**src/rtl/frame_scan_scheduler.sv**
```systemverilog
// frame_scan_scheduler
// Streams one full-screen frame of pixels from the sprite ROM into the LCD
// controller's pixel input. Each source pixel is replicated SCALE x SCALE
// (nearest-neighbour upscale). The block issues ROM reads, absorbs the
// one-cycle ROM latency and presents pixels on a valid/ready handshake.
// Scene selection is latched at frame start; redraw requests and scene
// changes seen mid-frame collapse into a single pending redraw.
//
// Ports:
//   clk_out      in   block clock
//   rst          in   synchronous, active-low reset
//   scene_sel    in   requested image index
//   frame_req    in   single-cycle redraw request
//   rom_en       out  ROM read strobe
//   rom_addr     out  ROM read address
//   rom_data     in   ROM data, valid the cycle after rom_en
//   pix_data     out  pixel presented to the controller
//   pix_valid    out  pix_data is valid
//   pix_ready    in   controller accepts pix_data this cycle
//   frame_busy   out  high from frame start until frame_done
//   frame_done   out  one-cycle pulse after the last pixel transfers
//   active_scene out  scene latched for the current or last frame
module frame_scan_scheduler #(
    parameter int unsigned SRC_W      = 80,
    parameter int unsigned SRC_H      = 80,
    parameter int unsigned SCALE      = 3,
    parameter int unsigned PIXEL_SIZE = 16,
    parameter int unsigned NUM_SCENES = 5,
    parameter int unsigned ADDR_W     = 15,
    parameter logic [PIXEL_SIZE-1:0] FILL_COLOR = 16'h001F
) (
    input  logic                  clk_out,
    input  logic                  rst,
    input  logic [2:0]            scene_sel,
    input  logic                  frame_req,
    output logic                  rom_en,
    output logic [ADDR_W-1:0]     rom_addr,
    input  logic [PIXEL_SIZE-1:0] rom_data,
    output logic [PIXEL_SIZE-1:0] pix_data,
    output logic                  pix_valid,
    input  logic                  pix_ready,
    output logic                  frame_busy,
    output logic                  frame_done,
    output logic [2:0]            active_scene
);

    localparam int unsigned SUB_W     = (SCALE > 1) ? $clog2(SCALE) : 1;
    localparam int unsigned SX_W      = (SRC_W > 1) ? $clog2(SRC_W) : 1;
    localparam int unsigned SY_W      = (SRC_H > 1) ? $clog2(SRC_H) : 1;
    localparam int unsigned FRAME_PIX = SRC_W * SRC_H;

    typedef enum logic [2:0] {
        ST_IDLE,
        ST_FETCH,
        ST_WAIT,
        ST_PRESENT,
        ST_DONE
    } state_t;

    state_t                  state_q, state_d;
    logic                    rom_en_q, rom_en_d;
    logic [ADDR_W-1:0]       rom_addr_q, rom_addr_d;
    logic [PIXEL_SIZE-1:0]   pix_data_q, pix_data_d;
    logic                    pix_valid_q, pix_valid_d;
    logic                    frame_busy_q, frame_busy_d;
    logic                    frame_done_q, frame_done_d;
    logic [2:0]              active_scene_q, active_scene_d;
    logic                    pending_q, pending_d;
    logic [SUB_W-1:0]        sub_x_q, sub_x_d;
    logic [SUB_W-1:0]        sub_y_q, sub_y_d;
    logic [SX_W-1:0]         src_x_q, src_x_d;
    logic [SY_W-1:0]         src_y_q, src_y_d;
    logic [ADDR_W-1:0]       row_base_q, row_base_d;

    logic                    transfer_c;
    logic                    last_sub_x_c;
    logic                    last_sub_y_c;
    logic                    last_src_x_c;
    logic                    last_src_y_c;
    logic                    start_c;
    logic                    cur_scene_ok_c;
    logic                    new_scene_ok_c;
    logic [ADDR_W-1:0]       new_scene_base_c;

    // Handshake, counter-wrap and scene-validity decodes
    always_comb begin
        transfer_c     = pix_valid_q && pix_ready;
        last_sub_x_c   = (sub_x_q == SUB_W'(SCALE - 1));
        last_sub_y_c   = (sub_y_q == SUB_W'(SCALE - 1));
        last_src_x_c   = (src_x_q == SX_W'(SRC_W - 1));
        last_src_y_c   = (src_y_q == SY_W'(SRC_H - 1));
        start_c        = frame_req || pending_q || (scene_sel != active_scene_q);
        cur_scene_ok_c = (32'(active_scene_q) < NUM_SCENES);
        new_scene_ok_c = (32'(scene_sel) < NUM_SCENES);
        // Constant-coefficient product, only consumed once per frame start
        new_scene_base_c = ADDR_W'(32'(scene_sel) * FRAME_PIX);
    end

    // Next-state and output logic
    always_comb begin
        state_d        = state_q;
        rom_en_d       = 1'b0;
        rom_addr_d     = rom_addr_q;
        pix_data_d     = pix_data_q;
        pix_valid_d    = pix_valid_q;
        frame_busy_d   = frame_busy_q;
        frame_done_d   = 1'b0;
        active_scene_d = active_scene_q;
        sub_x_d        = sub_x_q;
        sub_y_d        = sub_y_q;
        src_x_d        = src_x_q;
        src_y_d        = src_y_q;
        row_base_d     = row_base_q;

        // Any request seen while a frame is in flight becomes one pending redraw
        pending_d = pending_q ||
                    ((state_q != ST_IDLE) &&
                     (frame_req || (scene_sel != active_scene_q)));

        case (state_q)
            ST_IDLE: begin
                if (start_c) begin
                    active_scene_d = scene_sel;
                    sub_x_d        = '0;
                    sub_y_d        = '0;
                    src_x_d        = '0;
                    src_y_d        = '0;
                    row_base_d     = new_scene_base_c;
                    pending_d      = 1'b0;
                    frame_busy_d   = 1'b1;
                    // Read strobe is registered so it is visible during FETCH
                    rom_en_d       = new_scene_ok_c;
                    rom_addr_d     = new_scene_base_c;
                    state_d        = ST_FETCH;
                end
            end

            ST_FETCH: begin
                if (cur_scene_ok_c) begin
                    state_d = ST_WAIT;
                end else begin
                    pix_data_d  = FILL_COLOR;
                    pix_valid_d = 1'b1;
                    state_d     = ST_PRESENT;
                end
            end

            ST_WAIT: begin
                pix_data_d  = rom_data;
                pix_valid_d = 1'b1;
                state_d     = ST_PRESENT;
            end

            ST_PRESENT: begin
                if (transfer_c) begin
                    if (last_sub_x_c && last_sub_y_c && last_src_x_c && last_src_y_c) begin
                        pix_valid_d  = 1'b0;
                        frame_done_d = 1'b1;
                        state_d      = ST_DONE;
                    end else if (!last_sub_x_c) begin
                        // Horizontal replication: same pixel, no ROM access
                        sub_x_d = sub_x_q + 1'b1;
                    end else begin
                        sub_x_d     = '0;
                        pix_valid_d = 1'b0;
                        if (!last_src_x_c) begin
                            src_x_d = src_x_q + 1'b1;
                        end else begin
                            src_x_d = '0;
                            if (!last_sub_y_c) begin
                                // Vertical replication: re-read the same source row
                                sub_y_d = sub_y_q + 1'b1;
                            end else begin
                                sub_y_d    = '0;
                                src_y_d    = src_y_q + 1'b1;
                                row_base_d = row_base_q + ADDR_W'(SRC_W);
                            end
                        end
                        rom_en_d   = cur_scene_ok_c;
                        rom_addr_d = row_base_d + ADDR_W'(src_x_d);
                        state_d    = ST_FETCH;
                    end
                end
            end

            ST_DONE: begin
                frame_busy_d = 1'b0;
                state_d      = ST_IDLE;
            end

            default: begin
                state_d = ST_IDLE;
            end
        endcase
    end

    // State and output registers, synchronous active-low reset
    always_ff @(posedge clk_out) begin
        if (!rst) begin
            state_q        <= ST_IDLE;
            rom_en_q       <= 1'b0;
            rom_addr_q     <= '0;
            pix_data_q     <= '0;
            pix_valid_q    <= 1'b0;
            frame_busy_q   <= 1'b0;
            frame_done_q   <= 1'b0;
            active_scene_q <= '0;
            pending_q      <= 1'b0;
            sub_x_q        <= '0;
            sub_y_q        <= '0;
            src_x_q        <= '0;
            src_y_q        <= '0;
            row_base_q     <= '0;
        end else begin
            state_q        <= state_d;
            rom_en_q       <= rom_en_d;
            rom_addr_q     <= rom_addr_d;
            pix_data_q     <= pix_data_d;
            pix_valid_q    <= pix_valid_d;
            frame_busy_q   <= frame_busy_d;
            frame_done_q   <= frame_done_d;
            active_scene_q <= active_scene_d;
            pending_q      <= pending_d;
            sub_x_q        <= sub_x_d;
            sub_y_q        <= sub_y_d;
            src_x_q        <= src_x_d;
            src_y_q        <= src_y_d;
            row_base_q     <= row_base_d;
        end
    end

    assign rom_en       = rom_en_q;
    assign rom_addr     = rom_addr_q;
    assign pix_data     = pix_data_q;
    assign pix_valid    = pix_valid_q;
    assign frame_busy   = frame_busy_q;
    assign frame_done   = frame_done_q;
    assign active_scene = active_scene_q;

endmodule

```
**config.mk**
```make
export PLATFORM = sky130hd
export DESIGN_NAME = frame_scan_scheduler
export DESIGN_NICKNAME = d
export VERILOG_FILES = /design/src/rtl/frame_scan_scheduler.sv
export SDC_FILE = /design/constraint.sdc
export NUM_CORES = 1
export LEC_CHECK = 0
export ABC_AREA = 1
export BUFFER_PORTS_ARGS = -buffer_cell sky130_fd_sc_hd__buf_2
export CAP_MARGIN = 10
export CORE_MARGIN = 2
export CORE_UTILIZATION = 51
export CTS_CLUSTER_SIZE = 10
export DETAILED_ROUTE_END_ITERATION = 10
export PLACE_DENSITY_LB_ADDON = 0.1
export SETUP_SLACK_MARGIN = 0.02
export SLEW_MARGIN = 15
export SYNTH_ARGS = -nofsm -noshare
export SYNTH_HDL_FRONTEND = slang
export SYNTH_SLANG_ARGS = --single-unit
export TNS_END_PERCENT = 5
```
**constraint.sdc**
```tcl
create_clock -name clk_out -period 2.85 [get_ports clk_out]
set_input_delay 0 -clock clk_out [delete_from_list [all_inputs] [get_ports clk_out]]
set_output_delay 0 -clock clk_out [all_outputs]
set_load 0.02 [all_outputs]
```
[Word level (Yosys, flattened, before mapping)]
Index checks and enable logic that the tools add are counted.
Word-level totals
  bits of input ports: 23
  output and inout port bits: 38
  register bits: 75
  logic and storage cells: 130
Cells by class
  reduce and logical (&&, ||, !) cells: 25
  eq/ne operators: 17
  multipliers: 1
  order comparisons: 2
  add/sub/neg operators: 6
  muxes and demuxes: 65
Operator list (count)
  $mux 15: 13
  $mux 7: 14
  $pmux 15 s2: 2
  $pmux 16 s2: 1
  $pmux 7 s2: 2
  $mux 2: 9
  $mux 16: 1
  $add 15x7->15: 1
  $add 15x7->15 const B: 1
  $add 7x1->7 const B: 2
  $eq 7x7->1 const B: 2
  $ne 2x2->1 const B: 7
  $mux 1: 13
  $mux 3: 4
  $pmux 3 s4: 1
  $pmux 2 s2: 2
  $reduce_and 4->1: 2
  $mul 3x5->7 const B: 1
  $reduce_and 7->1: 1
  $eq 3x2->1 const B: 2
  $lt 3x3->1 const B: 2
  $reduce_and 2->1: 3
  $reduce_and 3->1: 2
  $reduce_and 6->1: 1
  other kinds (14): 27

[Depth between registers and ports, before layout]
Gate-level depths: netlist of run 1.
  depth in word-level cells: 12
  depth in mapped cells: 19
  gate-level depth less buffers: 18

[Worst setup path before layout of run 1]
OpenSTA, ideal clock, no wires.
  path kind: flip-flop to flip-flop
  start: register, netlist name rom_addr[1]
  end: register rom_addr_q[8], in the netlist rom_addr[8]
  arrival time: 2583 ps
  setup time: 71 ps
  stages on the path, launching flop included: 17
  data required time: 2779 ps
  buffers on the path: 1
  clock period less this slack: 2653 ps
  slack: 197 ps
  path through: dfxtp_1 -> ha_1 -> nand3_2 -> nor2_2 -> buf_6 -> nand2_1 -> mux2i_1 -> inv_1 -> ha_1 -> a21o_1 -> a21oi_1 -> nand3b_1 -> o21ai_2 -> and2_1 -> nor2_1 -> o21ai_0 -> a21oi_1
RTL lines
  end signal, assigned: line 217  | rom_addr_q <= rom_addr_d;
  end, declared: line 62  | logic [ADDR_W-1:0] rom_addr_q, rom_addr_d;

[Final worst setup path of run 1]
  start: register src_x_q[0]
  end: register rom_addr_q[14], in the netlist rom_addr[14]
On the way
  word-level cells in the longest chain between the ends: 11
  elaborated cells between the ends (all ways): 21
  those cells by class: add/sub: 2; eq/ne: 2; mux: 14; reduce/logical: 3
RTL lines
  start, declared: line 71  | logic [SX_W-1:0] src_x_q, src_x_d;
  start signal, assigned: line 226  | src_x_q <= src_x_d;
  $add 7x1->7 / $eq 7x7->1 (equally long branches): line 167, 90
  $mux 7 / $mux 15 (equally long branches): line 166  | if (!last_src_x_c) begin
  $mux 7 / $mux 15 (equally long branches): line 160  | end else if (!last_sub_x_c) begin
  $mux 7 / $mux 15 (equally long branches): line 156  | if (last_sub_x_c && last_sub_y_c && last_src_x_c && last_src_y_c) begin
  $mux 7 / $mux 15 (equally long branches): line 155  | if (transfer_c) begin
  $mux 7 / $mux 15 (equally long branches): line 120  | case (state_q)
  $add 15x7->15: line 180  | rom_addr_d = row_base_d + ADDR_W'(src_x_d);
  $mux 15: line 160
  $mux 15: line 156
  $mux 15: line 155
  $pmux 15 s2: line 120
Parallel ways exist; a longest one is shown, timed or not. The select of a mux whose other input is x is not followed.
A chain may end at the register's enable or synchronous reset.

==> flow_summary.toml, run 1 <==
[clock_tree]
clk_path_buf_depth = 2
h-tree-depth = 3
cts_tree = "built"
numClockSinks = 70
cts-root-buf = "clkbuf_8"
cts_made_buffers = 9
clk_pin_slew_worst_paths_ns = 0.09
clk-insertion-delay-late_ns = 0.36

[die]
dieHeight_um = 89.3
start_util = 0.520
dieArea_um2 = 7970
num_io_pins = 61
rows = 31
die_x_um = 89.3
core_area_um2 = 7140

[layout]
design_area_um2 = 4540
drive_gt1_frac = 0.193
antennaDiodeCount = 0
area_growth_pct = 22.4
seq_area_um2 = 1400
multi_input_area_um2 = 2030
nNetsFinal = 646
nFillCells = 682

[sta]
setup_viol = 0
rsz0062_at_grt = "false"
worst_pin_slew_ns = 0.534
fin_crit_ns = 2.57
hold_viol_final = 0
slew_headroom = 0.644
post-route-period-util = 0.903
max_freq_mhz = 389
setup_tns_ns = 0
clock_skew_ns = 0.0108
slew_viol_final = 0

[worst_hold_path]
hold_depth = 3
holdCritPathClass = "input pin to flop"
whs_endpoint = "active_scene[2]"
worstHoldStart = "scene_sel[2]"

[yosys]
synth-adder-area-share = 0.0405
synth_largest_area_cell = "dfxtp_1"
synth_cell_type_count = 48
synth_compound_area_frac = 0.160
synthCells = 529
synth-xor-area-share = 0.0212
syn-num-nets = 564
synth_top_family_by_area = "simple AND/OR/NAND/NOR gates"
synth_async_sr_flop_share = 0
synthMuxAreaShare = 0.00270
synth_top_area_frac = 0.378
ys_warn_count = 0
seq_area_frac_synth = 0.378
synth_seq_cells = 70
synth_edf_count = 0
syn-cell-area_um2 = 3710
synth_area_leaders = "dfxtp_1 (38%), nand2_1 (14%), a21oi_1 (8.1%)"
synthFlopType = "dfxtp_1"
synth-simple-area-share = 0.315
syn_avg_cell_area_um2 = 7.01

[setup_path]
worstReg2RegEnd = "rom_addr[14]"
crit_family = "simple AND/OR/NAND/NOR gates"
worstPathRequired_ns = 3.11
crit_buf_inv = 2
cpPeakStageDelay_ns = 0.39
crit_fanout = 5
rr_worst_depth = 17
rrSetupSlack_ns = 0.28
crit_arrival_ns = 2.83
path_cells = "ha_4, nand3_4, nor2_4, nand2_2, mux2i_1, inv_1, ha_1, a21o_1, a21oi_2, nand3b_1, o21ai_2, nand2_2, nor2_1, nand2_1, nand3_1, nand2_1, inv_1"
crit-reg2reg-launch = "src_x_q[0]"
startpoint_type = "flop"
path_depth = 17
worst_path_max_delay_cell = "dfxtp_2"
crit_type = "flop to flop"
crit_path_end_kind = "flop"

[global_route]
met1_usage = 0.318
grt_use_met2 = 0.411
grt.total_usage = 0.248
grt_pass1_wl_um = 15300
grt-ovfl-total = 0
grt_pass1_vias = 3350
busiest_layer = "met2"
grt_util_met3 = 0.0757
antenna_found_initial = 0
grt_max_degree = 34

[route]
wl_per_cell_um = 13.3
dr.pass1.iters = 5
route.detailed.drc = 0
drtAntennaViolNets = 0
routed_wl_um = 9490
dr_total_vias = 3748
drt_iter0_markers = 193
post_drt_via_cell_ratio = 5.24

[place]
portBuffers = 60
dpl.hpwl_um = 6720
placed_cell_area_um2 = 4130
gp_congestion = 0.912

[job]
max_cap_violations = 0

[power]
power-per-cell-area_nw_per_um2 = 830
p_leak_nw = 2.01
vdd_drop_max_mv = 0.369

[run_status]
outcome = "complete, no violations"
how the worst max path moves through the flow:
stage,start,endpoint,slack [ns]
2_1_floorplan,rom_addr[1],rom_addr[8],0.20
3_3_place_gp,rom_addr[1],rom_addr[14],0.23
3_5_place_dp,rom_addr[1],rom_addr[8],0.09
4_1_cts,rom_addr[1],rom_addr[14],0.07
5_1_grt,src_x_q[0],rom_addr[10],0.01
6_report,src_x_q[0],rom_addr[14],0.28
synth_stat cells (4+ instances only):
master / n
nand2_1: 139
dfxtp_1: 70
a21oi_1: 60
inv_1: 56
nor2_1: 44
nand3_1: 20
nor3_1: 14
o21ai_0: 13
ha_1: 12
nand4_1: 9
clkbuf_1: 8
buf_2: 7
nand2_2: 7
o221ai_1: 6
xor2_1: 6
a31oi_1: 4
nand3_2: 4
nor2_4: 4
o21bai_1: 4
kinds of logic after synthesis:
family	Yosys count
AO/OA/AOI/OAI	102
XOR/XNOR	9
adder cells (fa/ha/maj)	12
buffers and inverters	76
flip-flops	70
multiplexers	1
other	1
AND/OR/NAND/NOR	258
cells in the final DEF, fill, tap and decap left out, types with 2 or more instances in the layout:
| cell type | count |
|---|---|
| a21oi_1 | 59 |
| a21oi_2 | 2 |
| a31oi_1 | 4 |
| and3_1 | 2 |
| buf_2 | 60 |
| buf_4 | 11 |
| clkbuf_8 | 9 |
| clkinvlp_4 | 2 |
| dfxtp_1 | 68 |
| dfxtp_2 | 2 |
| dlygate4sd3_1 | 17 |
| ha_1 | 11 |
| inv_1 | 56 |
| inv_2 | 3 |
| inv_6 | 3 |
| nand2_1 | 138 |
| nand2_2 | 8 |
| nand3_1 | 20 |
| nand3_2 | 3 |
| nand3b_1 | 2 |
| nand4_1 | 9 |
| nor2_1 | 44 |
| nor2_2 | 2 |
| nor2_4 | 5 |
| nor3_1 | 14 |
| nor3_2 | 2 |
| nor4_1 | 2 |
| o21a_1 | 2 |
| o21ai_0 | 13 |
| o21bai_1 | 4 |
| o221ai_1 | 6 |
| o32ai_1 | 2 |
| or2_1 | 2 |
| xnor2_1 | 3 |
| xor2_1 | 6 |
worst reg2reg max path, cell delays in order, from the launching register on:
cell and delay, ns:
dfxtp_2 0.39, ha_4 0.17, nand3_4 0.11, nor2_4 0.15, nand2_2 0.09, mux2i_1 0.16, inv_1 0.07, ha_1 0.32
a21o_1 0.19, a21oi_2 0.19, nand3b_1 0.17, o21ai_2 0.09, nand2_2 0.12, nor2_1 0.06, nand2_1 0.05, nand3_1 0.07
nand2_1 0.06, inv_1 0.03
stage by stage:
| stage | utilization | power [W] | instances | setup slack (ns) | hold WS, ns |
|---|---|---|---|---|---|
| floorplan | - | 0.00243 | 529 | 0.197 | 0.147 |
| global placement | 0.578 | 0.00289 | 681 | 0.231 | 0.253 |
| detailed placement | 0.578 | 0.00291 | 681 | 0.0878 | 0.259 |
| CTS | 0.630 | 0.00377 | 714 | 0.0719 | 0.0310 |
| global route | 0.636 | 0.00403 | 715 | 0.0108 | 0.0439 |
| finish | 0.636 | 0.00377 | 715 | 0.277 | 0.0303 |
cell type report:
type / count / share of cell area
Clock inverter: 7 / 0.0176
Clock buffer: 9 / 0.0273
Inverter: 59 / 0.0488
Sequential cell: 70 / 0.309
Tap cell: 99 / 0.0273
Timing Repair Buffer: 88 / 0.122
Multi-Input combinational cell: 383 / 0.448
what timing repair did:
action / 4_1_cts / 5_1_grt
hold buffers: 17 / 0
resized for setup: 0 / 8
buffers inserted: 0 / 1
endpoints found under the setup margin: 0 / 7
endpoints found under the hold margin: 17 / 0
power by group:
group	switching, W	internal [W]	total [W]	leakage (nW)
logic	0.00109	0.000493	0.00158	1.34
clock network	0.000427	0.000414	0.000841	0.0968
registers	0.000151	0.00119	0.00134	0.573
total	0.00167	0.00210	0.00377	2.01
metal layers:
metal	wire length [um]	vias up
li1	-	1895
met1	4430	1745
met2	4450	96
met3	509	12
met4	93	0
met5	0	-
flip-flops by register name, summed over array words and instances, names as in the netlist:
register	cells
rom_addr	15
pix_valid	1
sub_y_q	2
row_base_q	11
rom_en	1
frame_done	1
src_y_q	7
active_scene	3
sub_x_q	2
pix_data	16
frame_busy	1
pending_q	1
src_x_q	6
state_q	3
(Power assumes the default switching activity.)
==> run 2, diff against run 1 <==
--- a/config.mk
+++ b/config.mk
@@ -9,7 +9,7 @@
 export BUFFER_PORTS_ARGS = -buffer_cell sky130_fd_sc_hd__buf_2
 export CAP_MARGIN = 10
 export CORE_MARGIN = 2
-export CORE_UTILIZATION = 51
+export CORE_UTILIZATION = 40
 export CTS_CLUSTER_SIZE = 10
 export DETAILED_ROUTE_END_ITERATION = 10
 export PLACE_DENSITY_LB_ADDON = 0.1
==> flow_summary.toml, run 2 (synthesis gave the netlist of run 1 again) <==
[run_status]
outcome = "complete, no violations"

[power]
p_switching_w = 0.00164
p_leak_nw = 2.01
p_clk_frac = 0.219
pwr-share-comb = 0.420
intPower_w = 0.00207
switching_share = 0.442
power-per-cell-area_nw_per_um2 = 818
vdd_drop_max_mv = 0.374
seqPwrFrac = 0.360

[setup_path]
path_cells = "ha_4, nand3_4, nor2_4, nand2_2, mux2i_1, inv_1, ha_1, a21o_1, a21oi_2, nand3b_1, o21ai_2, and2_1, nor2_1, o21ai_0, a21oi_1"
crit_type = "flop to flop"
cpPeakStageDelay_ns = 0.38
crit-reg2reg-launch = "src_x_q[0]"
worstReg2RegEnd = "rom_addr[8]"
rrSetupSlack_ns = 0.23
crit_path_end_kind = "flop"
rr_worst_depth = 15
startpoint_type = "flop"
crit_fanout = 5
worst_path_max_delay_cell = "dfxtp_2"
crit_arrival_ns = 2.91
worstPathRequired_ns = 3.14

[layout]
largest_reg_flops = 16
drive_gt1_frac = 0.190
seq_area_um2 = 1400
design_area_um2 = 4540
multi_input_area_um2 = 2030
final_common_cell = "nand2_1"
antennaDiodeCount = 0
final_cell_mix = "nand2_1 (138), dfxtp_1 (69), buf_2 (60), a21oi_1 (59), inv_1 (56)"
area_growth_pct = 22.4
nFillCells = 926
nNetsFinal = 645

[sta]
setup_viol = 0
clock_skew_ns = 0.0148
post-route-period-util = 0.921
slew_headroom = 0.258
hold_viol_final = 0
worst_pin_slew_ns = 1.11
fin_crit_ns = 2.62
max_freq_mhz = 381
setup_tns_ns = 0
slew_viol_final = 0

[route]
drt_iter0_markers = 138
routed_wl_um = 9640
drtAntennaViolNets = 0
route.detailed.drc = 0
wl_per_cell_um = 13.3
dr.pass1.iters = 5
post_drt_via_cell_ratio = 5.05
dr_total_vias = 3669

[global_route]
grt_pass1_vias = 3502
grt.total_usage = 0.200
grt-ovfl-total = 0
antenna_found_initial = 0
grt_max_degree = 33
grt_pass1_wl_um = 16100

[clock_tree]
clk-insertion-delay-late_ns = 0.36
clk_path_buf_depth = 2
cts-root-buf = "clkbuf_8"
cts_tree = "built"
h-tree-depth = 3
post-cts-setup-buffers = 0
numClockSinks = 70
clk_pin_slew_worst_paths_ns = 0.08
cts_made_buffers = 9

[worst_hold_path]
holdCritPathClass = "input pin to flop"
worstHoldStart = "scene_sel[2]"
whs_endpoint = "active_scene[2]"
hold_depth = 3

[place]
dpl.hpwl_um = 6870
portBuffers = 60
placed_cell_area_um2 = 4140
gp_congestion = 0.818

[die]
die_x_um = 100
core_area_um2 = 9110
dieHeight_um = 100
num_io_pins = 61
start_util = 0.407
dieArea_um2 = 10100
rows = 35

[job]
max_cap_violations = 0
run 2: layout make-up:
class,instances,area share
multi-input combinational,383,0.448
sequential,70,0.309
timing repair buffer,87,0.120
inverter,59,0.0488
tap,111,0.0306
clock buffer,9,0.0273
clock inverter,7,0.0160
run 2: how the worst max path moves through the flow:
stage | cells past startpoint | startpoint | endpoint | slack, ns
3_5_place_dp | 15 | src_x_q[0] | rom_addr[8] | 0.06
5_1_grt | 17 | src_x_q[0] | rom_addr[14] | -0.004
6_report | 15 | src_x_q[0] | rom_addr[8] | 0.23
4_1_cts | 15 | src_x_q[0] | rom_addr[8] | 0.05
2_1_floorplan | 16 | rom_addr[1] | rom_addr[8] | 0.20
3_3_place_gp | 17 | src_x_q[0] | rom_addr[14] | 0.22
run 2: timing repair:
item,in CTS,in global routing
resized for setup,0,7
hold endpoints to repair,17,0
hold buffers,17,0
endpoints found under the setup margin,0,7
run 2: metal layers:
metal,wire (um),vias up,GRT usage
li1,-,1899,-
met1,4720,1672,0.262
met2,4330,80,0.322
met3,411,18,0.0446
met4,175,0,0.0769
met5,0,-,0
run 2: worst max-delay path: cells and delay by family (launching register included):
family / cells / cell delay [ns]
and+or+nand+nor: 6 / 0.75
AOI/OAI and AO/OA: 5 / 0.69
adders and majority gates: 2 / 0.49
DFF: 1 / 0.38
muxes: 1 / 0.17
buffers and inverters: 1 / 0.09
run 2: power by group through the flow:
stage          registers [W]  logic [W]  clock network [W]
3_5_place_dp         0.00135    0.00155                  0
3_3_place_gp         0.00136    0.00154                  0
6_report             0.00134    0.00156           0.000814
5_1_grt              0.00137    0.00176           0.000868
2_1_floorplan        0.00149   0.000937                  0
4_1_cts              0.00133    0.00157           0.000837
run 2: per-stage QoR:
step | hold WS [ns] | setup slack [ns] | cells | total power (W) | util
after floorplan | 0.147 | 0.197 | 529 | 0.00243 | -
after global placement | 0.253 | 0.216 | 693 | 0.00290 | 0.455
after detailed placement | 0.259 | 0.0595 | 693 | 0.00290 | 0.455
after CTS | 0.0302 | 0.0473 | 726 | 0.00374 | 0.495
after global routing | 0.0555 | -0.00367 | 726 | 0.00400 | 0.498
final | 0.0368 | 0.226 | 726 | 0.00371 | 0.498
